$ cat src/rtl/mips_alu_pkg.sv
// Shared encodings for the MIPS ALU issue stage: ALU function codes,
// opcode/funct values and the decoded bundle layout.
package mips_alu_pkg;

   // ALU function codes; bits [5:4] select the unit
   localparam logic [5:0] FUN_ADD    = 6'b000000;
   localparam logic [5:0] FUN_SUB    = 6'b000001;
   localparam logic [5:0] FUN_AND    = 6'b011000;
   localparam logic [5:0] FUN_OR     = 6'b011110;
   localparam logic [5:0] FUN_XOR    = 6'b010110;
   localparam logic [5:0] FUN_NOR    = 6'b010001;
   localparam logic [5:0] FUN_PASS_A = 6'b011010;
   localparam logic [5:0] FUN_SLL    = 6'b100000;
   localparam logic [5:0] FUN_SRL    = 6'b100001;
   localparam logic [5:0] FUN_SRA    = 6'b100011;
   localparam logic [5:0] FUN_EQ     = 6'b110011;
   localparam logic [5:0] FUN_NEQ    = 6'b110001;
   localparam logic [5:0] FUN_LT     = 6'b110101;

   localparam logic [5:0] OP_RTYPE = 6'h00;
   localparam logic [5:0] OP_BEQ   = 6'h04;
   localparam logic [5:0] OP_BNE   = 6'h05;
   localparam logic [5:0] OP_ADDI  = 6'h08;
   localparam logic [5:0] OP_ADDIU = 6'h09;
   localparam logic [5:0] OP_SLTI  = 6'h0A;
   localparam logic [5:0] OP_SLTIU = 6'h0B;
   localparam logic [5:0] OP_ANDI  = 6'h0C;
   localparam logic [5:0] OP_ORI   = 6'h0D;
   localparam logic [5:0] OP_XORI  = 6'h0E;
   localparam logic [5:0] OP_LUI   = 6'h0F;
   localparam logic [5:0] OP_LW    = 6'h23;
   localparam logic [5:0] OP_SW    = 6'h2B;

   localparam logic [5:0] FN_SLL  = 6'h00;
   localparam logic [5:0] FN_SRL  = 6'h02;
   localparam logic [5:0] FN_SRA  = 6'h03;
   localparam logic [5:0] FN_ADD  = 6'h20;
   localparam logic [5:0] FN_ADDU = 6'h21;
   localparam logic [5:0] FN_SUB  = 6'h22;
   localparam logic [5:0] FN_SUBU = 6'h23;
   localparam logic [5:0] FN_AND  = 6'h24;
   localparam logic [5:0] FN_OR   = 6'h25;
   localparam logic [5:0] FN_XOR  = 6'h26;
   localparam logic [5:0] FN_NOR  = 6'h27;
   localparam logic [5:0] FN_SLT  = 6'h2A;
   localparam logic [5:0] FN_SLTU = 6'h2B;

   localparam int BUNDLE_W = 6 + 32 + 32 + 1 + 1;

   typedef struct packed {
      logic [5:0]  fun;
      logic [31:0] a;
      logic [31:0] b;
      logic        sign;
      logic        illegal;
   } alu_bundle_t;

   function automatic logic [31:0] sign_ext16(input logic [15:0] imm);
      return {{16{imm[15]}}, imm};
   endfunction

   function automatic logic [31:0] zero_ext16(input logic [15:0] imm);
      return {16'h0000, imm};
   endfunction

endpackage

$ cat src/rtl/alu_fun_decode.sv
// Combinational decode of a MIPS instruction word into the ALU function
// code, operands and sign/illegal flags.
module alu_fun_decode
   import mips_alu_pkg::*;
(
   input  logic [31:0] instr,
   input  logic [31:0] rs_data,
   input  logic [31:0] rt_data,
   output logic [5:0]  alu_fun,
   output logic [31:0] alu_a,
   output logic [31:0] alu_b,
   output logic        alu_sign,
   output logic        illegal
);

   logic [5:0]  opcode;
   logic [5:0]  funct;
   logic [4:0]  shamt;
   logic [15:0] imm;
   logic        unused_fields;

   assign opcode = instr[31:26];
   assign funct  = instr[5:0];
   assign shamt  = instr[10:6];
   assign imm    = instr[15:0];
   // Register indices are resolved upstream; only their data arrives here.
   assign unused_fields = ^instr[25:21];

   always_comb begin
      alu_fun  = FUN_ADD;
      alu_a    = 32'h0;
      alu_b    = 32'h0;
      alu_sign = 1'b0;
      illegal  = 1'b0;
      case (opcode)
         OP_RTYPE: begin
            alu_a = rs_data;
            alu_b = rt_data;
            case (funct)
               FN_ADD:  begin alu_fun = FUN_ADD; alu_sign = 1'b1; end
               FN_ADDU: alu_fun = FUN_ADD;
               FN_SUB:  begin alu_fun = FUN_SUB; alu_sign = 1'b1; end
               FN_SUBU: alu_fun = FUN_SUB;
               FN_AND:  alu_fun = FUN_AND;
               FN_OR:   alu_fun = FUN_OR;
               FN_XOR:  alu_fun = FUN_XOR;
               FN_NOR:  alu_fun = FUN_NOR;
               FN_SLT:  begin alu_fun = FUN_LT; alu_sign = 1'b1; end
               FN_SLTU: alu_fun = FUN_LT;
               FN_SLL:  begin alu_fun = FUN_SLL; alu_a = {27'b0, shamt}; end
               FN_SRL:  begin alu_fun = FUN_SRL; alu_a = {27'b0, shamt}; end
               FN_SRA:  begin alu_fun = FUN_SRA; alu_a = {27'b0, shamt}; end
               default: begin
                  illegal = 1'b1;
                  alu_a   = 32'h0;
                  alu_b   = 32'h0;
               end
            endcase
         end
         OP_ADDI: begin
            alu_a = rs_data; alu_b = sign_ext16(imm); alu_sign = 1'b1;
         end
         OP_ADDIU, OP_LW, OP_SW: begin
            alu_a = rs_data; alu_b = sign_ext16(imm);
         end
         OP_SLTI: begin
            alu_fun = FUN_LT; alu_a = rs_data; alu_b = sign_ext16(imm); alu_sign = 1'b1;
         end
         OP_SLTIU: begin
            alu_fun = FUN_LT; alu_a = rs_data; alu_b = sign_ext16(imm);
         end
         OP_ANDI: begin
            alu_fun = FUN_AND; alu_a = rs_data; alu_b = zero_ext16(imm);
         end
         OP_ORI: begin
            alu_fun = FUN_OR; alu_a = rs_data; alu_b = zero_ext16(imm);
         end
         OP_XORI: begin
            alu_fun = FUN_XOR; alu_a = rs_data; alu_b = zero_ext16(imm);
         end
         OP_LUI: begin
            alu_fun = FUN_PASS_A; alu_a = {imm, 16'h0000};
         end
         OP_BEQ: begin
            alu_fun = FUN_EQ; alu_a = rs_data; alu_b = rt_data; alu_sign = 1'b1;
         end
         OP_BNE: begin
            alu_fun = FUN_NEQ; alu_a = rs_data; alu_b = rt_data; alu_sign = 1'b1;
         end
         default: illegal = 1'b1;
      endcase
   end

endmodule

$ cat src/rtl/alu_issue_stage.sv
// Issue stage: decodes the instruction and holds the ALU bundle in a
// two-entry skid buffer (main drives outputs, skid absorbs one stall).
module alu_issue_stage
   import mips_alu_pkg::*;
(
   input  logic        clk,
   input  logic        reset,
   input  logic        flush,
   input  logic        in_valid,
   output logic        in_ready,
   input  logic [31:0] instr,
   input  logic [31:0] rs_data,
   input  logic [31:0] rt_data,
   output logic        out_valid,
   input  logic        out_ready,
   output logic [5:0]  alu_fun,
   output logic [31:0] alu_a,
   output logic [31:0] alu_b,
   output logic        alu_sign,
   output logic        illegal
);

   alu_bundle_t dec_bundle;
   alu_bundle_t main_reg, main_next;
   alu_bundle_t skid_reg, skid_next;
   logic        main_valid_reg, main_valid_next;
   logic        skid_valid_reg, skid_valid_next;
   logic        in_ready_reg, in_ready_next;
   logic        accept, pop, main_free;

   alu_fun_decode u_decode (
      .instr    (instr),
      .rs_data  (rs_data),
      .rt_data  (rt_data),
      .alu_fun  (dec_bundle.fun),
      .alu_a    (dec_bundle.a),
      .alu_b    (dec_bundle.b),
      .alu_sign (dec_bundle.sign),
      .illegal  (dec_bundle.illegal)
   );

   // An instruction offered during a flush is part of the squashed path.
   assign accept    = in_valid && in_ready_reg && !flush;
   assign pop       = main_valid_reg && out_ready;
   assign main_free = !main_valid_reg || pop;

   always_comb begin
      main_valid_next = main_valid_reg;
      skid_valid_next = skid_valid_reg;
      main_next       = main_reg;
      skid_next       = skid_reg;
      if (flush) begin
         main_valid_next = 1'b0;
         skid_valid_next = 1'b0;
      end else if (main_free) begin
         if (skid_valid_reg) begin
            main_next       = skid_reg;
            main_valid_next = 1'b1;
            skid_valid_next = accept;
            if (accept) skid_next = dec_bundle;
         end else begin
            main_valid_next = accept;
            if (accept) main_next = dec_bundle;
         end
      end else if (accept) begin
         skid_valid_next = 1'b1;
         skid_next       = dec_bundle;
      end
      in_ready_next = !skid_valid_next;
   end

   always_ff @(posedge clk) begin
      if (reset) begin
         main_reg       <= '0;
         skid_reg       <= '0;
         main_valid_reg <= 1'b0;
         skid_valid_reg <= 1'b0;
         in_ready_reg   <= 1'b1;
      end else begin
         main_reg       <= main_next;
         skid_reg       <= skid_next;
         main_valid_reg <= main_valid_next;
         skid_valid_reg <= skid_valid_next;
         in_ready_reg   <= in_ready_next;
      end
   end

   assign in_ready  = in_ready_reg;
   assign out_valid = main_valid_reg;
   assign alu_fun   = main_reg.fun;
   assign alu_a     = main_reg.a;
   assign alu_b     = main_reg.b;
   assign alu_sign  = main_reg.sign;
   assign illegal   = main_reg.illegal;

endmodule

$ cat config.mk
export PLATFORM = sky130hd
export DESIGN_NAME = alu_issue_stage
export DESIGN_NICKNAME = d
export VERILOG_FILES = /design/src/rtl/mips_alu_pkg.sv /design/src/rtl/alu_fun_decode.sv /design/src/rtl/alu_issue_stage.sv
export SDC_FILE = /design/constraint.sdc
export NUM_CORES = 1
export LEC_CHECK = 0
export CORE_MARGIN = 2
export CORE_UTILIZATION = 55
export CTS_BUF_LIST = sky130_fd_sc_hd__clkbuf_8
export DETAILED_ROUTE_END_ITERATION = 10
export GPL_ROUTABILITY_DRIVEN = 0
export PLACE_DENSITY = 0.95
export RECOVER_POWER = 25
export REMOVE_ABC_BUFFERS = 1
export SLEW_MARGIN = 20
export SYNTH_ARGS = -nofsm -noshare
export SYNTH_HDL_FRONTEND = slang
export SYNTH_HIERARCHICAL = 1
export SYNTH_SLANG_ARGS = --single-unit
export TNS_END_PERCENT = 1
$ cat constraint.sdc
create_clock -name clk -period 3.6 [get_ports clk]
set_input_delay 0.72 -clock clk [delete_from_list [all_inputs] [get_ports clk]]
set_output_delay 0.72 -clock clk [all_outputs]
set_load 0.005 [all_outputs]
Word level (Yosys, flattened, before mapping)
Cells that the tools add are included.
W data, S select, Z words.
{ "op_classes": {"addsub": 0, "multipliers": 0, "div_mod_pow": 0, "magnitude_cmp": 0, "eq_ne": 25, "n_shift": 0, "n_mux": 20, "bitwise": 1, "n_reduce_logical": 26} }
{ "ops": {"columns": ["op", "count"], "rows": [
  ["$mux W72", 5],
  ["$pmux W32 S4", 1],
  ["$pmux W32 S3", 1],
  ["$eq A6 B6 Y1 const B", 12],
  ["$pmux W32 S2", 1],
  ["$pmux W6 S9", 1],
  ["$eq A6 B4 Y1 const B", 8],
  ["$pmux W6 S8", 1],
  ["$mux W32", 1],
  ["$reduce_or A13 Y1", 1],
  ["$eq A6 B2 Y1 const B", 2],
  ["$eq A6 B3 Y1 const B", 2],
  ["$logic_not A6 Y1", 2],
  ["$reduce_or A12 Y1", 1],
  ["$reduce_or A11 Y1", 1],
  ["$reduce_or A10 Y1", 1],
  ["$reduce_or A2 Y1", 5],
  ["$reduce_or A3 Y1", 3],
  ["$mux W1", 7],
  ["$reduce_or A6 Y1", 1],
  ["$pmux W1 S2", 2],
  ["$reduce_or A4 Y1", 1],
  ["$logic_and A1 B1 Y1", 3],
  ["$logic_not A1 Y1", 3],
  ["6 further kinds", 6]
]} }
{ "word_totals": {"register_bits": 147, "latchBits": 0, "ram_bits": 0, "mem_bits_ro": 0, "wordCells": 85, "memories": 0} }

Depth between registers and ports, before layout
{ "depth": {"depth_word": 7, "ltp_mapped": 10, "depth_no_buf": 7} }

Hierarchy
Netlist, hierarchy kept.
{ "modules_own_cells": {"columns": ["mod", "instances", "cells_each", "area_per_inst_um2", "seq_area_each_um2"], "rows": [
  ["alu_issue_stage", 1, 734, 7126.8, 2942.8],
  ["alu_fun_decode", 1, 216, 1291.2, 0.0]
]} }

Least setup slack after synthesis
Ideal clock, no wire load.
{ "synth_path": {"path_kind": "input -> register", "startpoint": "in instr[28]", "endpoint": "reg main_reg (netlist bit alu_a[19])", "setup_ns": 0.143, "arrival_ns": 2.321, "required_time_ns": 3.457, "slack_ns": 1.136, "stages": 9, "path_buffers": 2, "cell_sequence": "buf_2 nor2_2 a2bb2oi_1 o22ai_2 buf_2 a22o_1 mux2_2 nor4_1 a211oi_2"} }
{ "synth_lines": {"columns": ["item", "line", "rtl"], "rows": [
  ["start, declared", "alu_issue_stage.sv:11", "input logic [31:0] instr,"],
  ["end signal, assigned", "alu_issue_stage.sv:80", "main_reg <= main_next;"],
  ["end, declared", "alu_issue_stage.sv:24", "alu_bundle_t main_reg, main_next;"]
]} }

==> impl_metrics.py <==
metrics = {
    "logic_synthesis": {
        "ys_seq_area_share_pct": 35.0,
        "yosys_register_bits": 147,
        "synthCells": 950,
        "synth-edff-count": 0,
        "yosysTopAreaCellShare_pct": 35.0,
        "synth.distinct_cells": 50,
        "ys_warn_count": 6,
        "synth.avg_cell_area_sq_um": 8.86,
        "synth_area_leaders": "dfxtp_1 35%, nand2b_1 11%, mux2_2 9.8%",
        "ys_async_sr_fraction_pct": 0,
        "synth_area_leader_cell": "dfxtp_1",
        "syn-cell-area_sq_mm": 0.00842,
        "synth_ff_type": "dfxtp_1",
    },
    "placement": {
        "dp_cells": 1233,
        "place_area_sq_mm": 0.0101,
        "dp_hpwl_mm": 14.2,
        "port_buffers": 164,
    },
    "final_layout": {
        "finalInstanceArea_sq_mm": 0.0105,
        "largest_reg_flops": 72,
        "fill_cells": 1153,
        "drive_above_1_share_pct": 14.9,
        "nNetsFinal": 1165,
        "area_growth_pct": 24.3,
        "diodes": 0,
        "final_cells": 1265,
        "post-route-util_pct": 69.3,
    },
    "clock_tree": {
        "cts_setup_buffers": 0,
        "hold_buffers": 0,
        "clockRootBuffer": "clkbuf_8",
        "ctsHtreeMaxLevel": 4,
        "clk_pin_slew_worst_paths_ps": 90,
        "numCtsBuffers": 17,
        "clockBufferDepth": 2,
        "cts_tree": "built",
        "post_cts_resized": 0,
        "clkSinkCount": 147,
        "clk_latency_ps": 450,
    },
    "worst_setup_path": {
        "arrival_ps": 3210,
        "cp_data_required_time_ps": 3910,
        "criticalPathCategory": "in2reg",
        "path_max_fanout": 31,
        "critPathLaunch": "instr[3]",
        "endpoint_kind": "flop",
        "r2r_start": "skid_valid_reg",
        "start_kind": "input port",
    },
    "timing": {
        "fin_crit_sh_pct": 80.6,
        "tightest_slew_ps": 973,
        "max_freq_mhz": 345,
        "hold_violations": 0,
        "period_minus_slack_ps": 2900,
        "hold_ws_ps": 453,
        "rsz0062_at_grt": "no",
        "slew_violations": 0,
        "max_slew_margin_pct": 35.1,
        "finalSetupViolCount": 0,
        "fin_worst_skew_ps": 9.34,
    },
    "detailed_routing": {
        "routed_wl_mm": 22.8,
        "drt_iter0_markers": 530,
        "ant_nets": 0,
        "post_drt_wl_per_cell_microns": 18.0,
        "drc_errors": 0,
        "routed_via_density": 5.97,
        "vias": 7553,
        "drt-pass1-iter-count": 6,
    },
    "floorplan": {
        "start_util_pct": 55.8,
        "pin_count": 175,
        "dieArea_sq_mm": 0.0163,
        "die_w_microns": 128,
        "core_sq_mm": 0.0151,
        "die_y_microns": 128,
        "rows": 45,
    },
    "power_and_ir_drop": {
        "powerDensity_mw_per_mm2": 351,
        "fin_total_pwr_mw": 3.67,
        "ir_drop_mv": 0.226,
        "p_leak_nw": 3.71,
    },
    "run_status": {
        "outcome": "finished clean",
    },
    "grt": {
        "grt_pass1_vias": 7375,
        "grt_max_degree": 102,
        "overflow": 0,
        "grt_usage_pct": 27.2,
        "antenna_found_initial": 0,
        "grt_pass1_wl_mm": 36.1,
    },
    "flow_run": {
        "drv_cap": 0,
    },
    "worst_hold_path": {
        "worstHoldStart": "alu_a[15]",
        "min_path_type": "reg2reg",
    },
}
[Yosys cell counts, types with 10 or more instances]
cell and number:
mux2i_1 72, clkbuf_1 49, a22o_1 21, nand2b_1 145
nand2_1 53, buf_6 11, nor4_1 72, inv_1 79
buf_2 24, buf_4 10, o21ai_0 28, mux2_2 73
a211oi_1 66, dfxtp_1 147, and2_1 12, a211oi_2 10
[stage by stage]
stage	TNS [ps]	worst slack, ps
4_1_cts	0	760
2_1_floorplan	-370970	-2750
6_report	0	699
3_3_place_gp	0	411
5_1_grt	0	634
3_5_place_dp	0	341
[logic make-up (layout without fill, tap and decap cells)]
logic type             after synthesis  in the layout  share of synthesized area (%)
multiplexers                       145            145                           18.3
XOR/XNOR                             1              1                          0.104
AND/OR/NAND/NOR                    324            324                           22.7
flip-flops                         147            147                           35.0
AO/OA/AOI/OAI                      157            157                           14.3
buffers and inverters              176            303                           9.63
[cell type report]
type / instances / area [sq um] / share of cell area, %
well taps: 188 / 235 / 2.25
repair buffers: 192 / 1880 / 18.0
inverters: 79 / 297 / 2.83
multi-input cells: 627 / 4700 / 44.9
clock buffers: 18 / 248 / 2.37
flip-flops and latches: 147 / 2950 / 28.2
clock inverters: 14 / 160 / 1.53
[layer usage]
layer | global-route usage [%] | up-vias | part of all wire [%]
met1 | 34.1 | 3607 | 42
li1 | - | 3564 | -
met4 | 11.0 | 0 | 2.7
met2 | 45.8 | 329 | 47
met3 | 5.84 | 53 | 7.5
met5 | 0 | - | 0
[final timing paths]
kind / to / slack [ps] / cells past startpoint
max: alu_b[31] / 700 / 9
min: alu_a[15] / 450 / 2
max reg2reg: alu_b[31] / 1350 / 4
min reg2reg: alu_a[15] / 450 / 2
[cells in the final DEF, fill, tap and decap left out, types with 4 or more instances in the layout]
cell type | synthesis | layout
buf_4 | 10 | 25
nand3_1 | 5 | 5
clkinvlp_4 | 0 | 4
nor2_1 | 9 | 9
nor4_1 | 72 | 72
nand2b_1 | 145 | 145
mux2i_1 | 72 | 72
a22o_1 | 21 | 21
inv_1 | 79 | 81
a211oi_1 | 66 | 66
nor2b_1 | 5 | 4
and2_1 | 12 | 12
clkbuf_8 | 0 | 18
a211oi_2 | 10 | 10
clkdlybuf4s50_1 | 0 | 108
o21ai_0 | 28 | 28
nand2_1 | 53 | 53
nor3_1 | 5 | 5
o21ai_1 | 7 | 7
mux2_2 | 73 | 73
dfxtp_1 | 147 | 146
dlygate4sd3_1 | 0 | 54
[worst max-delay path: stages]
cell,delay [ps]
clkdlybuf4s50_1,680
nand2b_1,150
a211o_1,360
a21oi_2,210
buf_12,230
o21ai_0,150
mux2_2,330
nor4_1,260
a211oi_1,100
[power by group]
group | switching [mW] | internal, mW
Clock | 0.646 | 0.698
Combinational | 0.298 | 0.324
Sequential | 0.0292 | 1.68
(Power assumes the default switching activity.)
